$ cat config.mk
export PLATFORM = sky130hd
export DESIGN_NAME = lfsr_descrambler_par
export DESIGN_NICKNAME = d
export VERILOG_FILES = /design/src/rtl/lfsr_descrambler_par.sv
export SDC_FILE = /design/constraint.sdc
export NUM_CORES = 1
export LEC_CHECK = 0
export ABC_AREA = 1
export CAP_MARGIN = 15
export CORE_ASPECT_RATIO = 1.4
export CORE_MARGIN = 3
export CORE_UTILIZATION = 44
export DETAILED_ROUTE_END_ITERATION = 10
export GPL_ROUTABILITY_DRIVEN = 1
export GPL_TIMING_DRIVEN = 0
export PLACE_DENSITY = 0.89
export REMOVE_ABC_BUFFERS = 1
export SYNTH_ARGS = -nofsm -noshare
export SYNTH_HDL_FRONTEND = slang
export SYNTH_SLANG_ARGS = --single-unit
$ cat constraint.sdc
create_clock -name clk -period 1.4 [get_ports clk]
set_input_delay 0.21 -clock clk [delete_from_list [all_inputs] [get_ports clk]]
set_output_delay 0.21 -clock clk [all_outputs]
set_load 0.02 [all_outputs]
$ cat src/rtl/lfsr_descrambler_par.sv
// Parallel LFSR descrambler: DATA_W bits per beat, additive or self-synchronising mode,
// runtime seed load, registered data output with valid.
module lfsr_descrambler_par #(
   parameter int unsigned             LFSR_W = 15,
   parameter int unsigned             TAP_A  = 14,
   parameter int unsigned             TAP_B  = 13,
   parameter int unsigned             DATA_W = 8,
   parameter logic [LFSR_W-1:0]       SEED   = 15'h57E5
) (
   input  logic                clk,
   input  logic                rst,
   input  logic                mode,
   input  logic                enable,
   input  logic                in_valid,
   input  logic [DATA_W-1:0]   data_in,
   input  logic                seed_load,
   input  logic [LFSR_W-1:0]   seed_in,
   output logic [DATA_W-1:0]   data_out,
   output logic                out_valid,
   output logic [LFSR_W-1:0]   lfsr_state
);

   logic [LFSR_W-1:0] s;
   logic [LFSR_W-1:0] step_state;
   logic [DATA_W-1:0] step_out;
   logic              fb;

   // Unrolled DATA_W bit-steps; a same-cycle seed load replaces the old state as the start point
   always_comb begin
      step_state = seed_load ? seed_in : s;
      step_out   = '0;
      fb         = 1'b0;
      for (int unsigned i = 0; i < DATA_W; i++) begin
         fb = step_state[TAP_A] ^ step_state[TAP_B];
         if (mode) begin
            step_out[i] = data_in[i] ^ (fb & enable);
            step_state  = {step_state[LFSR_W-2:0], data_in[i]};
         end else begin
            step_out[i] = data_in[i] ^ (step_state[0] & enable);
            step_state  = {step_state[LFSR_W-2:0], fb};
         end
      end
   end

   // State and output registers; reset overrides valid and seed load
   always_ff @(posedge clk) begin
      if (!rst) begin
         s         <= SEED;
         data_out  <= '0;
         out_valid <= 1'b0;
      end else begin
         out_valid <= in_valid;
         if (in_valid) begin
            s        <= step_state;
            data_out <= step_out;
         end else if (seed_load) begin
            s <= seed_in;
         end
      end
   end

   assign lfsr_state = s;

endmodule

After elaboration in Yosys (flattened, before gate mapping)
Cells that the tools add are included.

storage, ports and cells
  register bits after elaboration = 24
  input bits = 29
  output and inout bits = 24

operators by class
  muxes and demuxes = 18
  bitwise gates (word level) = 40

operators with widths
  kind                count
  15-bit two-way mux  2
  1-bit XOR           24
  1-bit AND           16
  1-bit two-way mux   16

Logic depth before layout (Yosys ltp)
Gate-level depths: netlist (run 1).

  depth in word-level cells = 6
  mapped depth = 11

Worst setup path before layout (run 1)
Ideal clock, no wire load.

  kind = register to register
  from = register s[13] (netlist: lfsr_state[13])
  to = register data_out[1]
  setup time = 113 ps
  data arrival time = 1045 ps
  slack = 242 ps
  stages on the path, launching flop included = 10
  buffers on the path = 0
  period minus slack after synthesis = 1158 ps
  path through = dfxtp_1 -> inv_1 -> nand2_1 -> nand2_1 -> nand2_1 -> nand3_1 -> nand2_1 -> nand3_1 -> nand3_1 -> nand2_1

between the ends
  cells in the longest elaborated chain, start to end = 6
  elaborated cells between the ends (all ways) = 9
  classes of those cells = mux: 3; bitwise: 6

ends and longest elaborated chain
  what                      RTL line  source
  start: declaration        23        logic [LFSR_W-1:0] s;
  start signal: assignment  54        s <= step_state;
  start signal: assignment  57        s <= seed_in;
  15-bit two-way mux *      --
  1-bit XOR                 34        fb = step_state[TAP_A] ^ step_state[TAP_B];
  1-bit two-way mux         35        if (mode) begin
  1-bit AND                 39        step_out[i] = data_in[i] ^ (step_state[0] & enable);
  1-bit XOR                 39
  1-bit two-way mux *       35
  end signal: assignment    55        data_out <= step_out;
  end: declaration          18        output logic [DATA_W-1:0] data_out,

Mark *: on every way between the ends. The rest lies on a longest branch, timed or not.
A chain may end at the register's enable or synchronous reset.

Worst setup path after layout (run 1)
  from = input port seed_in[13]
  to = register data_out[1]

between the ends
  cells in the longest elaborated chain, start to end = 6
  elaborated cells between the ends (all ways) = 9
  classes of those cells = mux: 3; bitwise: 6

ends and longest elaborated chain
  what                  RTL line  source
  start: declaration    17        input logic [LFSR_W-1:0] seed_in,
  15-bit two-way mux *  --
  1-bit XOR             34
  1-bit two-way mux     35
  1-bit AND             39
  1-bit XOR             39
  1-bit two-way mux *   35

Marks and branches as above.

==> impl_summary.txt, run 1 <==
----------------------------------------------------
[Timing]
  Final Critical Period ... approximately 1.3 ns
  Setup repair after global routing missed its margin ... no
  Worst hold margin ... about 0.45 ns
  Clock Skew ... 0.002079 ns
  Worst-case headroom to the max-slew limit ... 0.6616
  Worst slew pin tran ... 0.5067 ns
  Highest clock frequency the design can meet ... ~0.79 GHz
  Sum Neg Setup Slack ... 0 ns
  Final count of hold timing violations ... 0
  Period utilisation layout ... 0.9099
  Final-report max-slew violation count ... 0
  Number of setup violations in the final report ... 0

[Route]
  Residual DRC count ... 0
  Detailed-route via count ... 1703
  Wire length per cell after detailed routing ... between 10 and 15 um
  Detailed Route WL ... about 3.9 mm
  TritonRoute pass-1 iters ... 4
  Via density ... about 5.1
  First DRT Iteration DRCs ... slightly below 60
  Number of nets with antenna violations after detailed routing ... 0

[Worst setup path]
  Required time worst endpoint ... around 1.6 ns
  Data arrival time of the critical path ... 1.45 ns
  Category of the worst setup path capture point ... register
  Type of the worst setup path ... primary input to register
  CP startpoint kind ... primary input
  Maximum fanout along the worst path ... 4

[Place]
  PortBufs ... 52
  Half-perimeter wire length after placement ... just under 3 mm
  Weighted congestion reported at the end of routability-driven placement ... roughly 0.88
  Number of cells in the design after placement ... between 300 and 400

[GRT]
  First-pass GRT wire length ... roughly 6.3 mm
  Remaining Overflow, GRT ... 0
  Vias in the first global route ... approximately 1500
  Global router's overall resource usage ... 0.2008
  Initial antenna violation count ... 0
  Pin count of the biggest net entering global routing ... 25

[Logic synthesis]
  Count of mapped cells out of synthesis ... 246
  Post-synthesis area per instance ... 5.936 um^2
  Sequential cell area fraction in the yosys report ... 0.3290
  Area of the mapped netlist ... ~1500 um^2
  Count of cell types in the netlist ... 20
  #FFs+latches synth ... 24
  Synth Warn # ... 0

[Clock network]
  CTS Sinks ... 24
  Number of buffers created by CTS ... 3
  Later-pin clock latency in the skew report ... approximately 0.27 ns
  Clock tree root driver cell ... sky130_fd_sc_hd__clkbuf_8
  Worst-path clk slew ... around 0.080 ns
  Clock buffer depth ... 2
  Deepest level of the CTS H-tree ... 1
  Clock tree from TritonCTS ... yes

[Floorplanning]
  Core Box Area ... around 3200 um^2
  Ports placed on the boundary ... 53
  Std-Cell Rows ... 24
  Initial core utilization ... 0.4631
  DIE WIDTH ... roughly 55 um
  Area of the die ... 4055 um^2
  Die boundary height ... between 70 and 80 um

[Power]
  Total leakage power ... between 1 and 1.5 nW
  Power per unit of standard cell area ... 951.3 nW/um^2
  Worst supply voltage drop on vdd ... 684.5 uV

[Layout]
  Final net count ... 324
  Area growth syn-to-layout ... 39.93%
  Final Util ... 0.6480
  Share of cells above drive strength 1 ... 0.04422
  N_diodes ... 0
  Finished Layout Cells ... 333

[Outcome]
  Run status ... finished clean

[Job]
  Total of max-cap violations ... 0

[Min path]
  Hold crit path type ... register to register

----------------------------------------------------
-- layout by cell type, fill, tap and decap left out --
cell type and n:
sky130_fd_sc_hd__mux2i_1 3, sky130_fd_sc_hd__nand4_1 6, sky130_fd_sc_hd__a21oi_1 1, sky130_fd_sc_hd__o21ai_0 5, sky130_fd_sc_hd__clkinvlp_4 1, sky130_fd_sc_hd__dfxtp_1 24, sky130_fd_sc_hd__clkbuf_8 3, sky130_fd_sc_hd__inv_2 2
sky130_fd_sc_hd__nor2_1 1, sky130_fd_sc_hd__dlygate4sd2_1 24, sky130_fd_sc_hd__o21ai_1 2, sky130_fd_sc_hd__buf_4 1, sky130_fd_sc_hd__nand3_1 30, sky130_fd_sc_hd__dlymetal6s2s_1 2, sky130_fd_sc_hd__nand2_2 2, sky130_fd_sc_hd__bufinv_16 1
sky130_fd_sc_hd__a22oi_1 4, sky130_fd_sc_hd__inv_6 1, sky130_fd_sc_hd__inv_4 1, sky130_fd_sc_hd__o22ai_1 6, sky130_fd_sc_hd__inv_1 31, sky130_fd_sc_hd__clkdlybuf4s50_1 25, sky130_fd_sc_hd__clkbuf_4 1, sky130_fd_sc_hd__nand2_1 113
sky130_fd_sc_hd__o211ai_1 4
-- per-stage QoR --
step                setup WS [ns]  cell area (um^2)  power [mW]
floorplan                  0.2317              1409       1.102
global placement           -1.066              1978       1.366
detailed placement         -1.085              1978       1.378
CTS                      0.005067              2021       1.953
global route              0.03305              2043       2.054
finish                     0.1262              2043       1.944
-- state kept, by name, indices dropped and copies added (netlist names) --
name	cells
out_valid	1
lfsr_state	15
data_out	8
-- power by group --
part	internal [mW]	leakage (nW)	switching, mW
clock network	0.383	0.0357	0.231
logic	0.227	0.887	0.334
registers	0.741	0.199	0.0294
total	1.35	1.12	0.594
-- worst max-delay path, cell delays in order --
cell	delay (ns)
sky130_fd_sc_hd__clkdlybuf4s50_1	0.48
sky130_fd_sc_hd__inv_1	0.04
sky130_fd_sc_hd__nand2_1	0.05
sky130_fd_sc_hd__nand2_1	0.11
sky130_fd_sc_hd__nand2_1	0.12
sky130_fd_sc_hd__nand3_1	0.11
sky130_fd_sc_hd__nand2_1	0.11
sky130_fd_sc_hd__nand3_1	0.07
sky130_fd_sc_hd__nand3_1	0.10
sky130_fd_sc_hd__nand2_1	0.05
-- area by class of cell --
class | count | area [um^2]
multi-input combinational | 177 | 795.8
sequential | 24 | 480.5
inverter | 36 | 146.4
clock buffer | 3 | 41.29
tap | 39 | 48.80
clock inverter | 1 | 30.03
timing repair buffer | 53 | 500.5
fill | 298 | 1110
-- Yosys cell counts --
cell,count,share of area
sky130_fd_sc_hd__nor2_1,1,0.0026
sky130_fd_sc_hd__nand2_1,114,0.29
sky130_fd_sc_hd__o22ai_1,6,0.026
sky130_fd_sc_hd__mux2i_1,3,0.021
sky130_fd_sc_hd__buf_2,2,0.0069
sky130_fd_sc_hd__buf_6,1,0.0077
sky130_fd_sc_hd__nand3_1,30,0.10
sky130_fd_sc_hd__dfxtp_1,24,0.33
sky130_fd_sc_hd__nand4_1,6,0.026
sky130_fd_sc_hd__inv_1,33,0.085
sky130_fd_sc_hd__a21oi_1,1,0.0034
sky130_fd_sc_hd__o21ai_1,2,0.0069
sky130_fd_sc_hd__buf_4,2,0.010
sky130_fd_sc_hd__o211ai_1,4,0.021
sky130_fd_sc_hd__o21ai_0,5,0.017
sky130_fd_sc_hd__clkinv_1,1,0.0026
sky130_fd_sc_hd__nand2_2,1,0.0043
sky130_fd_sc_hd__inv_2,2,0.0051
sky130_fd_sc_hd__a22oi_1,4,0.021
sky130_fd_sc_hd__clkbuf_1,4,0.010
-- kinds of logic after synthesis --
| group | count (synthesis) | share of synthesized area |
|---|---|---|
| and+or+nand+nor | 152 | 0.4284 |
| buffers and inverters | 45 | 0.1277 |
| DFF | 24 | 0.3290 |
| AOI/OAI and AO/OA | 22 | 0.09426 |
| muxes | 3 | 0.02057 |
-- metal layers --
layer | wire length [um] | GRT usage
met5 | 0 | 0
met4 | 54 | 0.07202
met3 | 208 | 0.01804
met2 | 1979 | 0.3671
met1 | 1636 | 0.2327
-- worst paths after layout --
path                   from           to  slack, ns  cells past startpoint
max reg2reg  lfsr_state[13]  data_out[1]       0.18                      9
min             data_out[1]  data_out[1]       0.45                      2
min reg2reg     data_out[1]  data_out[1]       0.45                      2
max             seed_in[13]  data_out[1]       0.13                     10
-- what timing repair did --
item | 4_1_cts | 5_1_grt
resized for setup | 33 | 6
setup buffers | 0 | 1
hold buffers | 0 | 0
endpoints found under the setup margin | 47 | 16
endpoints found under the hold margin | 0 | 0
Power figures use the tool's default switching activity.
==> run 2, diff against run 1 <==
--- a/config.mk
+++ b/config.mk
@@ -14,6 +14,7 @@
 export GPL_ROUTABILITY_DRIVEN = 1
 export GPL_TIMING_DRIVEN = 0
 export PLACE_DENSITY = 0.89
+export RECOVER_POWER = 100
 export REMOVE_ABC_BUFFERS = 1
 export SYNTH_ARGS = -nofsm -noshare
 export SYNTH_HDL_FRONTEND = slang
==> constraint.sdc (replaced) <==
create_clock -name clk -period 1.4 [get_ports clk]
set_input_delay 0.21 -clock clk [delete_from_list [all_inputs] [get_ports clk]]
set_output_delay 0.21 -clock clk [all_outputs]
set_load 0.01 [all_outputs]
==> run 2 against run 1 <==
- sequential share of layout area shrank 0.27 points
- register-to-register slack barely moved
- core utilization up 0.75 points
- die area unchanged
- final area grew 1.2%
- total power shrank 0.84%
- sequential power hardly changed
- worst setup slack lost 0.090 ns
- via count up 0.18%
- cell count unchanged
- critical endpoint is now data_out[0]
- worst hold slack improved by 0.0014 ns
==> impl_summary.txt, run 2 (synthesized netlist as in run 1, its figures left out) <==
----------------------------------------------------
[Layout]
  Final Util ... 0.6556
  Area occupied by multi-input gates ... between 700 and 800 um^2
  Reg area ... ~480 um^2
  Most frequent standard cell in the layout excluding fill and tap cells ... sky130_fd_sc_hd__nand2_1
  N_diodes ... 0
  Final Cell Area ... about 2100 um^2
  Filler Cells Inserted ... between 200 and 300
  Commonest cells after routing, fill and taps aside ... 113 x sky130_fd_sc_hd__nand2_1, 34 x sky130_fd_sc_hd__clkdlybuf4s50_1, 31 x sky130_fd_sc_hd__inv_1
  Share of cells above drive strength 1 ... 0.04422
  Flip-flop count of the largest register, all copies and words added ... 15
  Area growth syn-to-layout ... 41.56%
  Final net count ... 324

[Route]
  Detailed-route via count ... 1706
  Detailed Route WL ... a little under 4 mm
  First DRT Iteration DRCs ... 97
  Amount of wire on met3 after detailed routing ... ~250 um
  Number of nets with antenna violations after detailed routing ... 0
  Highest metal layer with signal wires ... met4
  TritonRoute pass-1 iters ... 5
  Via density ... between 5 and 6
  Residual DRC count ... 0
  M1 wire length ... 1.642 mm
  Wire length per cell after detailed routing ... 11.92 um
  Detailed route wirelength on metal2 ... ~2.0 mm

[Worst setup path]
  Largest delay share family, worst path ... buffers and inverters
  Required time worst endpoint ... around 1.2 ns
  Type of the worst setup path ... register to primary output
  Delay contributed by the slowest stage of the critical path ... 0.54 ns
  WP buf/inv ... 1
  Data arrival time of the critical path ... 1.15 ns
  Category of the worst setup path capture point ... primary output
  Cell chain of the critical path ... clkdlybuf4s50_1
  Master of the slowest instance on the critical path ... sky130_fd_sc_hd__clkdlybuf4s50_1
  Maximum fanout along the worst path ... 2
  CP startpoint kind ... register

[Floorplanning]
  DIE WIDTH ... roughly 55 um
  Die boundary height ... about 74 um
  Ports placed on the boundary ... 53
  Std-Cell Rows ... 24
  Area of the die ... just over 4000 um^2
  Initial core utilization ... 0.4631
  Core Box Area ... ~3200 um^2

[Place]
  Instance area at placement ... 1978 um^2
  Half-perimeter wire length after placement ... 2.971 mm
  Weighted congestion reported at the end of routability-driven placement ... 0.8795
  PortBufs ... 52

[Clock network]
  Later-pin clock latency in the skew report ... 0.27 ns
  Deepest level of the CTS H-tree ... 1
  Clock buffer depth ... 2
  CTS Sinks ... 24
  Clock tree from TritonCTS ... yes
  Worst-path clk slew ... 0.09 ns
  Clock tree root driver cell ... sky130_fd_sc_hd__clkbuf_8
  Number of buffers created by CTS ... 3
  Hold buffer count at CTS ... 0

[Timing]
  Final Critical Period ... about 1.4 ns
  Period utilisation layout ... 0.9741
  Worst-case headroom to the max-slew limit ... 0.6760
  Worst hold margin ... between 0.4 and 0.5 ns
  Final count of hold timing violations ... 0
  Highest clock frequency the design can meet ... 0.7333 GHz
  Sum Neg Setup Slack ... 0 ns
  Worst slew pin tran ... ~0.49 ns
  Setup repair after global routing missed its margin ... no
  Clock Skew ... approximately 0.0044 ns
  Number of setup violations in the final report ... 0
  Final-report max-slew violation count ... 0

[GRT]
  First-pass GRT wire length ... 6.265 mm
  Initial antenna violation count ... 0
  Vias in the first global route ... 1548
  Remaining Overflow, GRT ... 0
  Pin count of the biggest net entering global routing ... 25
  Global router's overall resource usage ... 0.2008

[Power]
  Power per unit of standard cell area ... around 930 nW/um^2
  Worst supply voltage drop on vdd ... 672.7 uV
  Total leakage power ... ~1.1 nW

[Min path]
  Hold crit path type ... register to register

[Job]
  Total of max-cap violations ... 0

[Outcome]
  Run status ... finished clean

----------------------------------------------------
[run 2: changes by cell type in the layout (fill, tap and decap cells not counted)]
cell | before | now
sky130_fd_sc_hd__dlygate4sd3_1 | 0 | 1
sky130_fd_sc_hd__clkdlybuf4s25_1 | 0 | 13
sky130_fd_sc_hd__clkbuf_4 | 1 | 2
sky130_fd_sc_hd__buf_4 | 1 | 0
sky130_fd_sc_hd__clkbuf_1 | 0 | 1
sky130_fd_sc_hd__dlygate4sd2_1 | 24 | 0
sky130_fd_sc_hd__clkdlybuf4s50_1 | 25 | 34
[run 2: metal layers]
metal / GRT usage / vias to the layer above
met5: 0 / -
li1: - / 872
met3: 0.01603 / 5
met1: 0.2339 / 770
met2: 0.3671 / 59
met4: 0.07202 / 0
[run 2: worst min-delay path: cells and delay by family (launching register included)]
| family | cells | cell delay (ns) |
|---|---|---|
| flops | 1 | 0.32 |
| simple gates | 2 | 0.11 |
[run 2: path summary, 6_finish.rpt]
check	startpoint	to	slack, ns	depth (start not counted)
min reg2reg	data_out[1]	data_out[1]	0.46	2
max reg2reg	lfsr_state[13]	data_out[1]	0.18	9
min	data_out[1]	data_out[1]	0.46	2
max	data_out[0]	data_out[0]	0.04	1
[run 2: power breakdown]
| group | leakage (nW) | total (mW) | switching, mW | internal (mW) |
|---|---|---|---|---|
| registers | 0.199 | 0.772 | 0.0317 | 0.741 |
| logic | 0.837 | 0.543 | 0.291 | 0.252 |
| clock network | 0.0357 | 0.612 | 0.229 | 0.383 |
| total | 1.07 | 1.93 | 0.552 | 1.38 |
[run 2: final cells by class]
class                   instances  area share
multi-input cells             177      0.3850
repair buffers                 53      0.2536
flip-flops and latches         24      0.2324
inverters                      36     0.07082
well taps                      39     0.02361
clock buffers                   3     0.01998
clock inverters                 1     0.01453
[run 2: timing repair]
action                     in CTS  in global routing
setup buffers                   0                  1
setup endpoints to repair      23                 30
pin swaps                       0                  0
gates resized for setup         9                 20
hold endpoints to repair        0                  0
[run 2: per-stage QoR]
stage / worst slack, ns / std cells / power, mW
2_1_floorplan: 0.3111 / 237 / 1.059
3_3_place_gp: -1.066 / 328 / 1.322
3_5_place_dp: -1.085 / 328 / 1.334
4_1_cts: 0.005067 / 332 / 1.952
5_1_grt: 0.0007498 / 333 / 2.039
6_report: 0.03629 / 333 / 1.927
==> run 3, diff against run 2 <==
--- a/config.mk
+++ b/config.mk
@@ -14,7 +14,7 @@
 export GPL_ROUTABILITY_DRIVEN = 1
 export GPL_TIMING_DRIVEN = 0
 export PLACE_DENSITY = 0.89
-export RECOVER_POWER = 100
+export RECOVER_POWER = 50
 export REMOVE_ABC_BUFFERS = 1
 export SYNTH_ARGS = -nofsm -noshare
 export SYNTH_HDL_FRONTEND = slang
==> run 3 against run 2 <==
- cell count unchanged
- total power about the same
- worst setup slack about the same
- clock skew about the same
- sequential cell count unchanged
- critical path depth unchanged
- maximum frequency about the same
==> impl_summary.txt, run 3 (synthesized netlist as in run 1, its figures left out) <==
----------------------------------------------------
[Outcome]
  Run status ... finished clean

[Timing]
  Final Critical Period ... approximately 1.4 ns
  Highest clock frequency the design can meet ... about 0.73 GHz
  Worst-case headroom to the max-slew limit ... 0.6724
  Post-route setup slack ... 0.03676 ns
  Final count of hold timing violations ... 0
  Number of setup violations in the final report ... 0
  Worst slew pin tran ... just under 0.5 ns
  Period utilisation layout ... 0.9737
  Final-report max-slew violation count ... 0
  Setup repair after global routing missed its margin ... no
  Clock Skew ... ~0.0043 ns
  Sum Neg Setup Slack ... 0 ns

[Worst setup path]
  Required time worst endpoint ... 1.19 ns
  Delay contributed by the slowest stage of the critical path ... between 0.5 and 0.6 ns
  Category of the worst setup path capture point ... primary output
  Master of the slowest instance on the critical path ... sky130_fd_sc_hd__clkdlybuf4s50_1
  CP startpoint kind ... register
  Data arrival time of the critical path ... roughly 1.2 ns
  WP buf/inv ... 1
  Largest delay share family, worst path ... buffers and inverters
  Maximum fanout along the worst path ... 2
  Cell chain of the critical path ... clkdlybuf4s50_1
  Type of the worst setup path ... register to primary output

[Layout]
  Most frequent standard cell in the layout excluding fill and tap cells ... sky130_fd_sc_hd__nand2_1
  Flip-flop count of the largest register, all copies and words added ... 15
  Area growth syn-to-layout ... 41.56%
  Commonest cells after routing, fill and taps aside ... 113 x sky130_fd_sc_hd__nand2_1, 34 x sky130_fd_sc_hd__clkdlybuf4s50_1, 31 x sky130_fd_sc_hd__inv_1
  Final Cell Area ... between 2000 and 2500 um^2
  Share of cells above drive strength 1 ... 0.04422
  Final net count ... approximately 320
  N_diodes ... 0

[GRT]
  Met3 Use GR ... 0.01603
  Initial antenna violation count ... 0
  Remaining Overflow, GRT ... 0
  Vias in the first global route ... between 1500 and 2000
  Global router's overall resource usage ... 0.2008
  First-pass GRT wire length ... roughly 6.3 mm
  Met2 track demand over resource in global routing ... 0.3671
  Pin count of the biggest net entering global routing ... 25
  Layer with the highest usage after global routing ... met2
  Met1 track utilization from global routing ... 0.2339

[Floorplanning]
  DIE WIDTH ... 54.69 um
  Std-Cell Rows ... 24
  Initial core utilization ... 0.4631
  Ports placed on the boundary ... 53
  Die boundary height ... between 70 and 80 um
  Area of the die ... 4055 um^2
  Core Box Area ... ~3200 um^2

[Job]
  Total of max-cap violations ... 0

[Clock network]
  Clock buffer depth ... 2
  Later-pin clock latency in the skew report ... 0.27 ns
  Deepest level of the CTS H-tree ... 1
  Clock tree root driver cell ... sky130_fd_sc_hd__clkbuf_8
  Worst-path clk slew ... roughly 0.09 ns
  CTS Sinks ... 24
  Number of buffers created by CTS ... 3
  Hold buffer count at CTS ... 0
  Clock tree from TritonCTS ... yes

[Place]
  Half-perimeter wire length after placement ... between 2 and 3 mm
  Weighted congestion reported at the end of routability-driven placement ... roughly 0.88
  Post-placement setup slack ... -1.085 ns
  PortBufs ... between 50 and 60
  Instance area at placement ... a little under 2000 um^2

[Power]
  Power per unit of standard cell area ... about 930 nW/um^2
  Total power consumption of the routed design ... ~1.9 mW
  Psw ... about 0.55 mW
  Internal portion of total power ... 1.375 mW
  Part of the total power dissipated in sequential elements ... 0.401
  Sw frac ... 0.2866
  Combinational power share ... 0.282
  Worst supply voltage drop on vdd ... 672.7 uV
  Total leakage power ... between 1 and 1.5 nW
  Fraction of power consumed by the clock network ... 0.317

[Route]
  Detailed-route via count ... 1705
  Detailed Route WL ... between 3 and 4 mm
  First DRT Iteration DRCs ... 94
  Wire length per cell after detailed routing ... between 10 and 15 um
  TritonRoute pass-1 iters ... 4
  Residual DRC count ... 0
  Via density ... 5.120
  Number of nets with antenna violations after detailed routing ... 0

[Min path]
  Hold crit path type ... register to register

----------------------------------------------------
-- run 3: changes by cell type in the layout (fill, tap and decap cells not counted), sizes merged --
cell	previous run	this run
buf	0	1
clkbuf	6	5
-- run 3: area by class of cell --
class | instances | area (um^2)
Tap cell | 39 | 48.80
Timing Repair Buffer | 53 | 524.3
Fill cell | 284 | 1086
Clock buffer | 3 | 41.29
Multi-Input combinational cell | 177 | 795.8
Inverter | 36 | 146.4
Clock inverter | 1 | 30.03
Sequential cell | 24 | 480.5
-- run 3: path summary, 6_finish.rpt --
kind | from | end | slack, ns | cells past startpoint
min reg2reg | data_out[1] | data_out[1] | 0.46 | 2
min | data_out[1] | data_out[1] | 0.46 | 2
max | data_out[0] | data_out[0] | 0.04 | 1
max reg2reg | lfsr_state[13] | data_out[1] | 0.18 | 9
-- run 3: routing by layer --
layer,part of all wire,up-vias,wire [um]
met5,0,-,0
met4,0.015,0,59
met3,0.059,5,233
met2,0.51,53,2027
met1,0.42,774,1660
li1,-,873,-
-- run 3: power groups by stage --
| stage | logic (mW) | registers [mW] | clock network [mW] |
|---|---|---|---|
| 2_1_floorplan | 0.244 | 0.815 | 0 |
| 3_3_place_gp | 0.535 | 0.787 | 0 |
| 3_5_place_dp | 0.546 | 0.789 | 0 |
| 4_1_cts | 0.552 | 0.773 | 0.627 |
| 5_1_grt | 0.605 | 0.779 | 0.655 |
| 6_report | 0.544 | 0.772 | 0.612 |
-- run 3: through the flow --
stage	instances	hold slack [ns]	utilization
finish	333	0.4556	0.6556
global route	333	0.4780	0.6556
CTS	332	0.4609	0.6504
floorplan	237	0.2942	-
global placement	328	0.4389	0.6274
detailed placement	328	0.4452	0.6274
-- run 3: what timing repair did --
item | CTS | global route
setup buffers | 0 | 1
endpoints found under the setup margin | 23 | 30
gates resized for setup | 9 | 20
endpoints found under the hold margin | 0 | 0
